==> src/rtl/lpc_arb_pkg.sv <==
// lpc_arb_pkg: shared widths, timeout data and FSM states for the LPC host arbiter.
package lpc_arb_pkg;
    localparam int LPC_ADDR_W = 16;
    localparam int LPC_DATA_W = 8;
    localparam logic [LPC_DATA_W-1:0] TIMEOUT_DATA = 8'hFF;
    typedef enum logic [2:0] {IDLE, ISSUE, WAIT_ACK, WAIT_DONE, DRAIN} arbState;
endpackage

==> src/rtl/lpc_arb_pick.sv <==
// lpc_arb_pick: winner select scanning requests upward from ptr_i (ptr_i = 0 gives fixed priority).
module lpc_arb_pick #(
    parameter int NUM_REQ = 2
) (
    input  logic [NUM_REQ-1:0] req_i,
    input  logic [1:0]         ptr_i,
    output logic [NUM_REQ-1:0] gnt_o,
    output logic [1:0]         idx_o,
    output logic               any_o
);
    logic found;
    always_comb begin
        gnt_o = '0;
        idx_o = '0;
        found = 1'b0;
        for (int k = 0; k < NUM_REQ; k++)
            for (int i = 0; i < NUM_REQ; i++)
                if (!found && req_i[i] && i == (int'(ptr_i) + k) % NUM_REQ) begin
                    found    = 1'b1;
                    gnt_o[i] = 1'b1;
                    idx_o    = 2'(i);
                end
        any_o = found;
    end
endmodule

==> src/rtl/lpc_host_arbiter.sv <==
// lpc_host_arbiter: shares one LPC host engine among NUM_REQ requesters with a timeout abort.
// Define LPC_ARB_ROUND_ROBIN_EN for round-robin; otherwise fixed priority, index 0 highest.
module lpc_host_arbiter
    import lpc_arb_pkg::*;
#(
    parameter int NUM_REQ        = 2,
    parameter int TIMEOUT_CYCLES = 4096
) (
    input  logic                          clk,
    input  logic                          reset,
    input  logic [NUM_REQ-1:0]            reqValid,
    input  logic [NUM_REQ-1:0]            reqIsWrite,
    input  logic [LPC_ADDR_W*NUM_REQ-1:0] reqAddr,
    input  logic [LPC_DATA_W*NUM_REQ-1:0] reqWData,
    output logic [NUM_REQ-1:0]            reqAccept,
    output logic [NUM_REQ-1:0]            rspValid,
    output logic [LPC_DATA_W-1:0]         rspData,
    output logic                          rspTimeout,
    output logic [LPC_ADDR_W-1:0]         hostAddr,
    output logic [LPC_DATA_W-1:0]         hostInData,
    output logic                          hostIsWrite,
    output logic                          hostStart,
    input  logic                          hostIsReady,
    input  logic                          hostGotResponse,
    input  logic [LPC_DATA_W-1:0]         hostOutData,
    output logic [1:0]                    grantIdx,
    output logic                          busy
);
    localparam int CW = $clog2(TIMEOUT_CYCLES);
    arbState               state_q, state_d;
    logic [NUM_REQ-1:0]    own_q, own_d, rsp_valid_q, rsp_valid_d, pick_gnt;
    logic [1:0]            grant_q, grant_d, pick_idx, rr_ptr;
    logic [LPC_ADDR_W-1:0] addr_q, addr_d;
    logic [LPC_DATA_W-1:0] wdata_q, wdata_d, rsp_data_q, rsp_data_d;
    logic [CW-1:0]         cnt_q, cnt_d;
    logic                  wr_q, wr_d, rsp_to_q, rsp_to_d, pick_any, grant, done;
    assign grant = state_q == IDLE && pick_any && hostIsReady;
`ifdef LPC_ARB_ROUND_ROBIN_EN
    logic [1:0] rr_q, rr_d;
    assign rr_d   = grant ? 2'((int'(pick_idx) + 1) % NUM_REQ) : rr_q;
    assign rr_ptr = rr_q;
    always_ff @(posedge clk or posedge reset)
        if (reset) rr_q <= '0;
        else rr_q <= rr_d;
`else
    assign rr_ptr = '0;
`endif
    lpc_arb_pick #(.NUM_REQ(NUM_REQ)) u_pick (
        .req_i(reqValid),
        .ptr_i(rr_ptr),
        .gnt_o(pick_gnt),
        .idx_o(pick_idx),
        .any_o(pick_any)
    );
    // Counter reads n in the n-th cycle after hostStart, so the abort response lands at TIMEOUT_CYCLES.
    always_comb begin
        state_d     = state_q;
        own_d       = own_q;
        grant_d     = grant_q;
        addr_d      = addr_q;
        wdata_d     = wdata_q;
        wr_d        = wr_q;
        cnt_d       = cnt_q;
        rsp_valid_d = '0;
        rsp_data_d  = rsp_data_q;
        rsp_to_d    = 1'b0;
        done        = (hostGotResponse && !wr_q) || (state_q == WAIT_DONE && wr_q && hostIsReady);
        case (state_q)
            IDLE: if (grant) begin
                state_d = ISSUE;
                own_d   = pick_gnt;
                grant_d = pick_idx;
                wr_d    = |(reqIsWrite & pick_gnt);
                for (int i = 0; i < NUM_REQ; i++)
                    if (pick_gnt[i]) begin
                        addr_d  = reqAddr[i*LPC_ADDR_W +: LPC_ADDR_W];
                        wdata_d = reqWData[i*LPC_DATA_W +: LPC_DATA_W];
                    end
            end
            ISSUE: begin
                state_d = WAIT_ACK;
                cnt_d   = CW'(1);
            end
            WAIT_ACK, WAIT_DONE: if (done) begin
                state_d     = IDLE;
                rsp_valid_d = own_q;
                rsp_data_d  = wr_q ? rsp_data_q : hostOutData;
            end else if (cnt_q == CW'(TIMEOUT_CYCLES - 1)) begin
                state_d     = DRAIN;
                rsp_valid_d = own_q;
                rsp_to_d    = 1'b1;
                rsp_data_d  = TIMEOUT_DATA;
            end else begin
                cnt_d   = cnt_q + 1'b1;
                state_d = (state_q == WAIT_ACK && !hostIsReady) ? WAIT_DONE : state_q;
            end
            DRAIN: state_d = hostIsReady ? IDLE : DRAIN;
            default: state_d = IDLE;
        endcase
    end
    always_ff @(posedge clk or posedge reset) begin
        if (reset) begin
            state_q     <= IDLE;
            own_q       <= '0;
            grant_q     <= '0;
            addr_q      <= '0;
            wdata_q     <= '0;
            wr_q        <= 1'b0;
            cnt_q       <= '0;
            rsp_valid_q <= '0;
            rsp_data_q  <= '0;
            rsp_to_q    <= 1'b0;
        end else begin
            state_q     <= state_d;
            own_q       <= own_d;
            grant_q     <= grant_d;
            addr_q      <= addr_d;
            wdata_q     <= wdata_d;
            wr_q        <= wr_d;
            cnt_q       <= cnt_d;
            rsp_valid_q <= rsp_valid_d;
            rsp_data_q  <= rsp_data_d;
            rsp_to_q    <= rsp_to_d;
        end
    end
    assign reqAccept   = state_q == ISSUE ? own_q : '0;
    assign hostStart   = state_q == ISSUE;
    assign rspValid    = rsp_valid_q;
    assign rspData     = rsp_data_q;
    assign rspTimeout  = rsp_to_q;
    assign hostAddr    = addr_q;
    assign hostInData  = wdata_q;
    assign hostIsWrite = wr_q;
    assign grantIdx    = grant_q;
    assign busy        = state_q != IDLE;
endmodule

==> config.mk <==
export PLATFORM = sky130hd
export DESIGN_NAME = lpc_host_arbiter
export DESIGN_NICKNAME = d
export VERILOG_FILES = /design/src/rtl/lpc_arb_pkg.sv /design/src/rtl/lpc_arb_pick.sv /design/src/rtl/lpc_host_arbiter.sv
export SDC_FILE = /design/constraint.sdc
export NUM_CORES = 1
export LEC_CHECK = 0
export BUFFER_PORTS_ARGS = -buffer_cell sky130_fd_sc_hd__buf_2
export CORE_ASPECT_RATIO = 1.5
export CORE_UTILIZATION = 48
export DETAILED_ROUTE_END_ITERATION = 7
export MAX_ROUTING_LAYER = met4
export PLACE_DENSITY = 0.79
export SLEW_MARGIN = 20
export SYNTH_ARGS = -nofsm -noshare
export SYNTH_HDL_FRONTEND = slang
export SYNTH_SLANG_ARGS = --single-unit
==> constraint.sdc <==
create_clock -name clk -period 4.84 [get_ports clk]
set_clock_uncertainty 0.2 [all_clocks]
set_input_delay 0 -clock clk [delete_from_list [all_inputs] [get_ports clk]]
set_output_delay 0 -clock clk [all_outputs]
set_load 0.01 [all_outputs]
==> Word-level counts from Yosys, hierarchy flattened <==
Index checks and enable logic that the tools add are counted.
{ "classes": {"shifts": 0, "order_cmp": 0, "muxes": 27, "add_sub_neg": 1, "n_bitwise": 1, "n_eq_ne": 10, "n_reduce_logical": 23, "mul": 0, "div_mod_pow": 0} }
{ "op_table": {"columns": ["op", "n"], "rows": [
  ["two-way mux 8 bit", 5],
  ["two-way mux 16 bit", 2],
  ["two-way mux 12 bit", 2],
  ["case mux 12 bit (2 select lines)", 1],
  ["two-way mux 3 bit", 5],
  ["adder 12 x 1 -> 12 bit, second input constant", 1],
  ["== test 12 bit, second input constant", 1],
  ["case mux 3 bit (4 select lines)", 1],
  ["AND reduction 3 bit", 3],
  ["two-way mux 2 bit", 4],
  ["!= test 2 bit, second input constant", 4],
  ["logical AND 1 bit", 7],
  ["two-way mux 1 bit", 7],
  ["== test 3 x 2 -> 1 bit, second input constant", 2],
  ["nonzero test 2 bit", 3],
  ["!= test 4 bit, second input constant", 1],
  ["AND reduction 2 bit", 2],
  ["OR reduction 2 bit", 2],
  ["== test 3 x 1 -> 1 bit, second input constant", 1],
  ["== test 3 bit, second input constant", 1],
  ["logical NOT 1 bit", 3],
  ["logical NOT 3 bit", 1],
  ["nonzero test 3 bit", 1],
  ["AND 2 bit", 1],
  ["logical OR 1 bit", 1]
]} }
{ "word_totals": {"inputBits": 64, "wordCells": 72, "n_memories": 0, "romBits": 0, "output_inout_bits": 42, "latch_bits": 0, "ram_bits": 0, "register_bits": 55} }

==> Logic depth before layout (Yosys ltp) <==
Gate-level depths: netlist of the first run.
{ "logic_depth": {"depth_word": 8, "depth_mapped": 6, "ltp_nobuf": 6} }

==> Modules after synthesis <==
A second synthesis of the first run with hierarchy kept.
{ "hier_totals": {"cells_unflattened": 233, "hier_area_um2": 2760.1} }
{ "by_module_without_submodules": {"columns": ["mod", "cells_per_inst", "seq_area_each_um2", "area_per_inst_um2", "n_inst"], "rows": [
  ["lpc_host_arbiter", 226, 1376.3, 2716.4, 1],
  ["lpc_arb_pick", 7, 0.0, 43.8, 1]
]} }

==> Worst setup path after synthesis of the first run <==
Ideal clock, no wire load.
{ "synth_path": {"path_type": "reg2reg", "from": "register cnt_q[0]", "to": "register cnt_q[4]", "required_time_ns": 4.514, "path_buffers": 0, "stages_incl_launch_ff": 6, "arrival_time_ns": 1.524, "setup_time_ns": 0.126, "path_slack_ns": 2.990, "synth_period_minus_slack_ns": 1.850, "path_cell_list": "dfrtp_1 -> ha_1 -> and3_1 -> a31oi_4 -> a21oi_4 -> a221o_1"} }
{ "synth_via": {"elab_chain_len": 4, "word_cells_on_any_way": 7, "cone_classes": "1 x add/sub; 2 x eq/ne; 3 x mux; 1 x reduce/logical"} }
{ "synth_lines": {"columns": ["item", "line_no", "rtl"], "rows": [
  ["start, declared", "lpc_host_arbiter.sv:35", "logic [CW-1:0] cnt_q, cnt_d;"],
  ["start signal, assigned", "lpc_host_arbiter.sv:120", "cnt_q <= cnt_d;"],
  ["adder 12 x 1 -> 12 bit", "lpc_host_arbiter.sv:94", "cnt_d = cnt_q + 1'b1;"],
  ["two-way mux 12 bit", "lpc_host_arbiter.sv:88", "end else if (cnt_q == CW'(TIMEOUT_CYCLES - 1)) begin"],
  ["two-way mux 12 bit", "lpc_host_arbiter.sv:84", "WAIT_ACK, WAIT_DONE: if (done) begin"],
  ["case mux 12 bit (2 select lines)", "lpc_host_arbiter.sv:68", "case (state_q)"]
]} }
Several ways; a longest one is shown, not always the timed one. The select of a mux whose other input is x is not followed.
A chain may end at the register's enable or synchronous reset.

==> Final worst setup path of the first run <==
{ "layout_path": {"from": "register state_q[0]", "to": "register wr_q (netlist: hostIsWrite)"} }
{ "layout_via": {"elab_chain_len": 4} }
{ "layout_lines": {"columns": ["item", "line_no", "rtl"], "rows": [
  ["start, declared", "lpc_host_arbiter.sv:30", "arbState state_q, state_d;"],
  ["start signal, assigned", "lpc_host_arbiter.sv:114", "state_q <= state_d;"],
  ["logical NOT 3 bit (*)", "lpc_host_arbiter.sv:37, lpc_host_arbiter.sv:68", null],
  ["logical AND 1 bit (2 in series)", "lpc_host_arbiter.sv:37", "assign grant = state_q == IDLE && pick_any && hostIsReady;"],
  ["AND reduction 2 bit (no source line) (*)", null, null],
  ["end signal, assigned", "lpc_host_arbiter.sv:119", "wr_q <= wr_d;"],
  ["end, declared", "lpc_host_arbiter.sv:36", "logic wr_q, wr_d, rsp_to_q, rsp_to_d, pick_any, grant, done;"]
]} }
Every way passes the cells marked *; elsewhere a longest branch is shown, timed or not.

==> results of run 1 <==
-- layer usage --
metal | up-vias | GRT usage (%) | share of wire [%]
li1 | 1273 | - | -
met1 | 1320 | 36.1 | 41
met2 | 136 | 53.0 | 51
met3 | 14 | 5.00 | 5.9
met4 | 0 | 9.69 | 2.0
met5 | - | - | 0
-- power by group through the flow --
stage | clock, uW | sequential (uW) | combinational [uW]
4_1_cts | 314 | 749 | 854
2_1_floorplan | 0 | 804 | 421
5_1_grt | 335 | 781 | 961
3_3_place_gp | 0 | 749 | 728
3_5_place_dp | 0 | 757 | 745
6_report | 311 | 769 | 888
-- per-stage QoR --
| step | cell area [um^2] | setup slack [ps] | hold WS (ps) |
|---|---|---|---|
| 4_1_cts | 4020 | 2100 | 207 |
| 6_report | 4020 | 2060 | 200 |
| 2_1_floorplan | 2660 | 2990 | -114 |
| 5_1_grt | 4020 | 1930 | 230 |
| 3_3_place_gp | 3200 | 2730 | 60.0 |
| 3_5_place_dp | 3200 | 2610 | 54.0 |
-- worst max-delay path, cell delays in order, from the launching register on --
cell	delay, ps
dfrtp_1	500
nor4b_4	510
nor2b_1	100
a31oi_1	170
dlygate4sd3_1	560
o21ai_0	70
dlygate4sd3_1	560
-- cells by family after synthesis --
logic type                 Yosys count  synth area share (%)
xor gates and xnor gates             1                 0.329
buffers and inverters               28                  4.98
and+or+nand+nor                     79                  16.3
other                                1                 0.141
adders and majority gates            1                 0.470
muxes                               26                  9.78
AOI/OAI and AO/OA                   71                  18.2
DFF                                 53                  49.8
-- state kept, by name, indices dropped and copies added (netlist names) --
signal       flops
cnt_q           12
hostAddr        16
hostInData       8
hostIsWrite      1
own_q            2
rspData          8
rspTimeout       1
rspValid         2
state_q          3
-- cell usage after synthesis (2+ instances only) --
| library cell | count |
|---|---|
| nand4_1 | 2 |
| a221o_1 | 4 |
| a31oi_1 | 6 |
| and2_1 | 3 |
| nand3_1 | 8 |
| nor2_1 | 3 |
| o21ai_0 | 27 |
| nor3_1 | 5 |
| dfrtp_1 | 53 |
| clkbuf_1 | 5 |
| and3_1 | 6 |
| o21ai_1 | 2 |
| buf_4 | 3 |
| a41oi_1 | 8 |
| mux2i_1 | 26 |
| o211ai_1 | 2 |
| inv_1 | 11 |
| buf_2 | 7 |
| nor2b_1 | 4 |
| nor4b_1 | 4 |
| a21oi_1 | 12 |
| nor4_1 | 2 |
| nand2_1 | 32 |
-- worst paths after layout --
check | startpoint | end | slack, ps | cells after the start
worst max register to register | state_q[0] | hostIsWrite | 2060 | 6
worst min register to register | hostInData[2] | hostInData[2] | 290 | 2
worst max-delay path | state_q[0] | hostIsWrite | 2060 | 6
min in group clk | hostGotResponse | rspData[0] | 210 | 3
max in group asynchronous | reset | rspData[3] | 3700 | 3
worst min-delay path | reset | hostInData[0] | 200 | 3
-- timing repair --
item,in CTS,in global routing
resized for setup,0,0
endpoints found under the hold margin,89,0
hold buffers,70,0
-- area by class of cell --
class / count / area [um^2] / area share, %
well taps: 68 / 85.1 / 2.12
multi-input cells: 179 / 1200 / 30.0
inverters: 12 / 46.3 / 1.15
repair buffers: 176 / 1240 / 30.8
flip-flops and latches: 53 / 1330 / 33.0
clock inverters: 2 / 37.5 / 0.934
clock buffers: 6 / 82.6 / 2.05
==> flow_summary.json, run 1 <==
{
  "grt_first_pass_wirelength_um": 13500,
  "cp_max_fo": 8,
  "grt_max_degree": 54,
  "grt_pass1_vias": 2706,
  "pin_count": 106,
  "first_iter_violations": 246,
  "cap_violations": 0,
  "synth.largest_area_cell": "dfrtp_1",
  "synthesis.area_um2": 2660,
  "grt_use_total_pct": 30.5,
  "start_util_pct": 50.7,
  "die_h_um": 93.2,
  "power_frac_seq_pct": 39.1,
  "vdd_drop_max_mv": 0.399,
  "synth.distinct_cells": 48,
  "viasPerCell": 5.53,
  "synth_top_area_share_pct": 49.8,
  "drc": 0,
  "syn2layout_area_growth_pct": 51.0,
  "dp_hpwl_um": 4620,
  "synth_top_cells_by_area": "dfrtp_1, mux2i_1, o21ai_0, nand2_1, a41oi_1",
  "cts_tree": "yes",
  "port_buffers": 104,
  "p_comb_share_pct": 45.1,
  "syn_inst": 260,
  "drive_above_1_share_pct": 29.9,
  "final_cell_mix": "buf_2, dlygate4sd3_1, dfrtp_1, nand2_1, o21ai_0",
  "report.power.total_uw": 1970,
  "internal_power_uw": 1180,
  "drt-total-wl_um": 8450,
  "insertion_delay_ps": 300,
  "root_buffer": "clkbuf_8",
  "hold_viol_final": 0,
  "grt_antenna_before_repair": 0,
  "setup_viol": 0,
  "core_area_um2": 5250,
  "rsz0062_at_grt": "false",
  "synth.avg_cell_area_um2": 10.2,
  "final_net_count": 492,
  "overflow": 0,
  "final_common_cell": "buf_2",
  "tightestPinTransition_ps": 895,
  "arrival_ps": 2770,
  "power.leakage_uw": 0.00193,
  "clk_path_buf_depth": 2,
  "period_share_pct": 57.5,
  "ant_nets": 0,
  "end_kind": "flop",
  "fillerInstances": 340,
  "syn_nets": 325,
  "cts_setup_buffers": 0,
  "hp-class": "input port to asynchronous set/reset pin",
  "vias": 2743,
  "cts_made_buffers": 5,
  "clk_pin_slew_ps": 90,
  "relSlewSlack_pct": 40.4,
  "instances_no_fill": 496,
  "synthArstFlopShare_pct": 100,
  "yosysWarnings": 0,
  "period_needed_ps": 2780,
  "synth_edf_count": 0,
  "gp_congestion": 0.929,
  "dieArea_um2": 5850,
  "num_antenna_cells": 0,
  "seq_area_frac_synth_pct": 49.8,
  "swShare_pct": 39.9,
  "clkSinkCount": 53,
  "synthFlopType": "dfrtp_1",
  "drtPass1Iterations": 4,
  "worstSetupStartpointType": "flop",
  "critPathKind": "flop to flop",
  "ys_seq_elements": 53,
  "fp.dieW_um": 62.8,
  "required_ps": 4830,
  "row_count": 32,
  "wl_per_cell_um": 17.0,
  "max_clock_freq_ghz": 0.359,
  "power_switching_uw": 786,
  "final-max-slew-violation-count": 0,
  "status": "complete, no violations",
  "h-tree-depth": 2,
  "place_inst": 418,
  "power.density_nw_per_um2": 490,
  "final_util_pct": 76.6,
  "tns_ps": 0,
  "pwr-share-clk_pct": 15.8
}
(Power assumes the default switching activity.)
==> run 2: changes to the inputs <==
--- a/config.mk
+++ b/config.mk
@@ -5,12 +5,13 @@
 export SDC_FILE = /design/constraint.sdc
 export NUM_CORES = 1
 export LEC_CHECK = 0
+export ABC_AREA = 1
 export BUFFER_PORTS_ARGS = -buffer_cell sky130_fd_sc_hd__buf_2
 export CORE_ASPECT_RATIO = 1.5
-export CORE_UTILIZATION = 48
+export CORE_UTILIZATION = 45
 export DETAILED_ROUTE_END_ITERATION = 7
 export MAX_ROUTING_LAYER = met4
-export PLACE_DENSITY = 0.79
+export PLACE_DENSITY = 0.77
 export SLEW_MARGIN = 20
 export SYNTH_ARGS = -nofsm -noshare
 export SYNTH_HDL_FRONTEND = slang
==> constraint.sdc (replaced) <==
create_clock -name clk -period 2.3 [get_ports clk]
set_clock_uncertainty 0.2 [all_clocks]
set_input_delay 0 -clock clk [delete_from_list [all_inputs] [get_ports clk]]
set_output_delay 0 -clock clk [all_outputs]
set_load 0.01 [all_outputs]
==> flow_summary.json, run 2 <==
{
  "vias": 3138,
  "internal_power_uw": 2370,
  "max_clock_freq_ghz": 0.433,
  "grt_use_total_pct": 28.9,
  "synth_top_cells_by_area": "dfrtp_1, nand2_1, o211ai_1, or2_2, nand3_1",
  "viasPerCell": 5.14,
  "setup_viol": 1,
  "final-max-slew-violation-count": 0,
  "ys_seq_elements": 53,
  "power_switching_uw": 1710,
  "synth_top_area_share_pct": 45.7,
  "yosys.area_share.simple_pct": 36.3,
  "final_net_count": 600,
  "ant_nets": 0,
  "path_delay_family": "buffers and inverters",
  "power.density_nw_per_um2": 943,
  "yosysMostFrequentCell": "nand2_1",
  "instances_no_fill": 610,
  "insertion_delay_ps": 310,
  "seq_area_frac_synth_pct": 45.7,
  "overflow": 0,
  "die_h_um": 100,
  "period_share_pct": 100,
  "syn2layout_area_growth_pct": 48.9,
  "yosysWarnings": 0,
  "core_area_um2": 6170,
  "yosys.area_share.xor_xnor_pct": 0.905,
  "synthArstFlopShare_pct": 100,
  "synth.distinct_cells": 32,
  "p_comb_share_pct": 47.3,
  "rrSetupSlack_ps": 60,
  "end_kind": "flop",
  "arrival_ps": 2320,
  "synth.largest_area_cell": "dfrtp_1",
  "wl_per_cell_um": 15.0,
  "synth_compound_area_share_pct": 8.83,
  "period_needed_ps": 2310,
  "violations": "negative setup slack",
  "path_buf_inv": 8,
  "hold_viol_final": 0,
  "gp_congestion": 0.880,
  "vdd_drop_max_mv": 0.475,
  "clk_path_buf_depth": 2,
  "start_util_pct": 47.0,
  "syn_inst": 359,
  "critPathKind": "input port to flop",
  "synthMuxAreaShare_pct": 0,
  "tns_ps": -7.36,
  "drtPass1Iterations": 4,
  "hp-class": "input port to flop",
  "syn_nets": 424,
  "power_frac_seq_pct": 37.8,
  "synth_fa_ha_area_share_pct": 0.431,
  "drt-total-wl_um": 9150,
  "port_buffers": 104,
  "final_util_pct": 70.0,
  "synth_top_family_by_area": "simple AND/OR/NAND/NOR gates",
  "grt_max_degree": 36,
  "synthesis.area_um2": 2900,
  "num_antenna_cells": 0,
  "fin_area_um2": 4320,
  "clk_pin_slew_ps": 100,
  "dp_hpwl_um": 5130,
  "h-tree-depth": 2,
  "postPlaceCellArea_um2": 3480,
  "synth.avg_cell_area_um2": 8.09,
  "grt_antenna_before_repair": 0,
  "cts_tree": "yes",
  "status": "complete, but fails checks",
  "layout_setup_ws_ps": -7.36,
  "fp.dieW_um": 67.6,
  "required_ps": 2310,
  "grt_pass1_vias": 3148,
  "largest_register_ffs": 16,
  "grt_first_pass_wirelength_um": 14300,
  "crit_path_max_incr_delay_ps": 610,
  "pwr-share-clk_pct": 14.9,
  "cap_violations": 0,
  "pin_count": 106,
  "power.leakage_uw": 0.00218,
  "swShare_pct": 41.9,
  "first_iter_violations": 199,
  "fillerInstances": 445,
  "clkSinkCount": 53,
  "synth_edf_count": 0,
  "drive_above_1_share_pct": 33.2,
  "final_cell_mix": "nand2_1, buf_2, dlygate4sd3_1, dfrtp_1, or2_2",
  "root_buffer": "clkbuf_8",
  "place_inst": 530,
  "final_common_cell": "nand2_1",
  "synthTopCellsByCount": "nand2_1, dfrtp_1, inv_1, or2_2, o211ai_1",
  "cts_made_buffers": 5,
  "synthFlopType": "dfrtp_1",
  "cp_slowest_cell": "dlygate4sd3_1",
  "crit_path_cell_trace": "dlygate4sd3_1 > buf_2 > inv_1 > nand2_1 > buf_8 > clkinvlp_4 > buf_4 > buf_4 > o211ai_1 > dlygate4sd3_1 > nand2_1",
  "drc": 0,
  "worstSetupStartpointType": "input port",
  "cp_max_fo": 26,
  "dieArea_um2": 6790,
  "row_count": 35
}
[run 2: cell types whose count changed in the layout (fill, tap and decap cells not counted), moves of 20 or more]
cell,delta
nand2_1,+92
mux2i_1,-26
or2_2,+25
o211ai_1,+22
o21ai_0,-22
nor2_1,+20
[run 2: stage by stage]
step / total power [uW] / setup WS [ps] / hold slack [ps]
2_1_floorplan: 2620 / 462 / -52.3
3_3_place_gp: 3120 / 390 / -169
3_5_place_dp: 3160 / 302 / -165
4_1_cts: 3950 / 20.4 / 15.5
5_1_grt: 4360 / -42.3 / 41.3
6_report: 4080 / -7.36 / 20.7
[run 2: cell families after synthesis]
group                      after synthesis
DFF                                     53
AOI/OAI and AO/OA                       34
and+or+nand+nor                        220
adders and majority gates                1
xor gates and xnor gates                 3
buffers and inverters                   47
other                                    1
[run 2: worst paths after layout]
path,cells after the start,to,startpoint
worst max-delay path,11,hostAddr[1],reqValid[0]
worst min-delay path,4,own_q[1],reqValid[1]
worst max register to register,9,hostAddr[12],state_q[1]
worst min register to register,2,rspData[3],rspData[3]
max in group asynchronous,4,state_q[1],reset
min in group asynchronous,4,hostAddr[5],reset
[run 2: timing repair]
item	CTS	global route
setup buffers	0	6
hold buffers	66	0
resized for setup	0	9
endpoints found under the hold margin	90	0
endpoints found under the setup margin	0	20
[run 2: area by class of cell]
type / count / area [um^2] / area share (%)
Clock inverter: 1 / 8.76 / 0.203
Tap cell: 74 / 92.6 / 2.14
Clock buffer: 7 / 96.3 / 2.23
Timing Repair Buffer: 183 / 1300 / 30.1
Sequential cell: 53 / 1330 / 30.7
Inverter: 33 / 144 / 3.33
Multi-Input combinational cell: 259 / 1350 / 31.3
[run 2: per-layer routing]
metal  track usage [%]  vias up  wire length, um
li1                  -     1502                -
met1              32.8     1476             3460
met2              49.0      134             4820
met3              5.34       26              637
met4              11.0        0              234
met5                 -        -                0
[run 2: worst reg2reg max path, cell delays in order, from the launching register on]
cell and delay [ps]:
dfrtp_2 460, nor2_1 120, nand2_1 130, inv_2 100
o211ai_2 110, inv_2 110, buf_12 160, o211ai_1 130
dlygate4sd3_1 600, nand2_1 70
[run 2: power by group through the flow]
stage               Clock [uW]  Sequential (uW)  Combinational [uW]
floorplan                    0             1630                 990
global placement             0             1520                1600
detailed placement           0             1520                1640
CTS                        619             1520                1820
global route               655             1570                2130
finish                     609             1540                1930
==> run 3: changes to the inputs <==
--- a/config.mk
+++ b/config.mk
@@ -8,10 +8,10 @@
 export ABC_AREA = 1
 export BUFFER_PORTS_ARGS = -buffer_cell sky130_fd_sc_hd__buf_2
 export CORE_ASPECT_RATIO = 1.5
-export CORE_UTILIZATION = 45
+export CORE_UTILIZATION = 40
 export DETAILED_ROUTE_END_ITERATION = 7
 export MAX_ROUTING_LAYER = met4
-export PLACE_DENSITY = 0.77
+export PLACE_DENSITY = 0.69
 export SLEW_MARGIN = 20
 export SYNTH_ARGS = -nofsm -noshare
 export SYNTH_HDL_FRONTEND = slang
==> flow_summary.json, run 3 (synthesized netlist as in run 2, its figures left out) <==
{
  "hp-class": "input port to flop",
  "wl_per_cell_um": 13.9,
  "vias": 3041,
  "cap_violations": 0,
  "start_util_pct": 41.8,
  "place_inst": 532,
  "required_ps": 2350,
  "cp_slowest_cell": "dlygate4sd3_1",
  "grt_first_pass_wirelength_um": 14300,
  "final_common_cell": "nand2_1",
  "path_buf_inv": 3,
  "grt_max_degree": 31,
  "final_cell_mix": "nand2_1, buf_2, dlygate4sd3_1, dfrtp_1, or2_2",
  "final_net_count": 590,
  "port_buffers": 104,
  "tightestPinTransition_ps": 848,
  "drc": 0,
  "hold-worst-slack_ps": 86.6,
  "path_delay_family": "buffers and inverters",
  "vdd_drop_max_mv": 0.487,
  "syn2layout_area_growth_pct": 45.2,
  "power.density_nw_per_um2": 923,
  "num_antenna_cells": 0,
  "clk_path_buf_depth": 2,
  "fin_area_um2": 4220,
  "drt-total-wl_um": 8400,
  "grt_antenna_before_repair": 0,
  "ant_nets": 0,
  "grt_pass1_vias": 3155,
  "dp_hpwl_um": 5240,
  "period_share_pct": 96.7,
  "arrival_ps": 2280,
  "fp.dieW_um": 71.6,
  "die_h_um": 106,
  "period_needed_ps": 2220,
  "dieArea_um2": 7610,
  "clk_pin_slew_ps": 100,
  "clkSinkCount": 53,
  "largest_register_ffs": 16,
  "hold_viol_final": 0,
  "crit_path_cell_trace": "nor2_1 > nand2_1 > inv_2 > o211ai_2 > inv_6 > o211ai_1 > dlygate4sd3_1 > nand2_1",
  "relSlewSlack_pct": 43.4,
  "viasPerCell": 5.03,
  "rsz0062_at_grt": "true",
  "gp_congestion": 0.871,
  "h-tree-depth": 2,
  "cp_max_fo": 26,
  "pin_count": 106,
  "status": "complete, no violations",
  "setup_viol": 0,
  "row_count": 37,
  "root_buffer": "clkbuf_8",
  "cpMostUsedCell": "nand2_1",
  "insertion_delay_ps": 310,
  "crit_path_max_incr_delay_ps": 610,
  "power.leakage_uw": 0.00214,
  "final-max-slew-violation-count": 0,
  "cts_made_buffers": 5,
  "cts_tree": "yes",
  "drive_above_1_share_pct": 31.9,
  "grt_use_total_pct": 24.4,
  "worstSetupStartpointType": "flop",
  "fillerInstances": 603,
  "critPathKind": "flop to flop",
  "drtPass1Iterations": 5,
  "dp_slack_ps": 304,
  "instances_no_fill": 604,
  "layout_setup_ws_ps": 76.0,
  "postPlaceCellArea_um2": 3470,
  "end_kind": "flop",
  "first_iter_violations": 194,
  "core_area_um2": 6940,
  "max_clock_freq_ghz": 0.450,
  "cts_setup_buffers": 0,
  "overflow": 0
}
run 3: cell types whose count changed in the layout (fill, tap and decap cells not counted):
cell,delta
buf_4,-7
clkbuf_8,-2
buf_12,-1
buf_6,+1
buf_8,-1
clkinv_2,+1
dfrtp_1,+1
dfrtp_2,-1
dlygate4sd3_1,-1
dlymetal6s4s_1,-1
inv_1,+1
inv_2,-1
inv_6,+1
run 3: repair_timing:
| action | 4_1_cts | 5_1_grt |
|---|---|---|
| hold buffers | 64 | 0 |
| endpoints found under the hold margin | 65 | 0 |
| setup endpoints to repair | 0 | 20 |
| resized for setup | 0 | 5 |
run 3: per-layer routing:
metal / up-vias / track usage, % / part of all wire, %
met3: 10 / 3.22 / 5.8
met2: 126 / 42.4 / 52
met4: 0 / 7.84 / 1.0
met1: 1421 / 29.0 / 41
li1: 1484 / - / -
met5: - / - / 0
run 3: stage by stage:
stage	total power [uW]	setup TNS (ps)	util (%)
2_1_floorplan	2620	0	-
5_1_grt	4200	-17.2	60.7
3_3_place_gp	3130	0	50.0
3_5_place_dp	3160	0	50.0
6_report	3890	0	60.7
4_1_cts	3870	0	60.6
run 3: worst min-delay path, stage by stage:
cell,delay [ps]
buf_2,100
o211ai_2,130
buf_6,220
nand2_1,70
nand2_1,50
run 3: path summary, 6_finish.rpt:
kind	depth (start not counted)	endpoint	start	slack, ps
worst max-delay path	8	hostAddr[13]	state_q[1]	80
worst min-delay path	5	hostAddr[1]	reqValid[1]	90
worst max register to register	8	hostAddr[13]	state_q[1]	80
worst min register to register	2	rspData[1]	rspData[1]	280
max in group asynchronous	4	state_q[0]	reset	1140
min in group asynchronous	3	cnt_q[11]	reset	110
run 3: power breakdown:
group / total [uW] / internal, uW / switching [uW]
clock network: 540 / 217 / 323
logic: 1830 / 766 / 1070
registers: 1520 / 1280 / 242
run 3: cell type report:
type                    instances  area (um^2)  share of cell area (%)
flip-flops and latches         53         1330                    31.5
repair buffers                173         1200                    28.5
well taps                      78         97.6                    2.32
clock inverters                 3         21.3                   0.505
multi-input cells             259         1350                    32.1
clock buffers                   5         68.8                    1.63
inverters                      33          145                    3.44
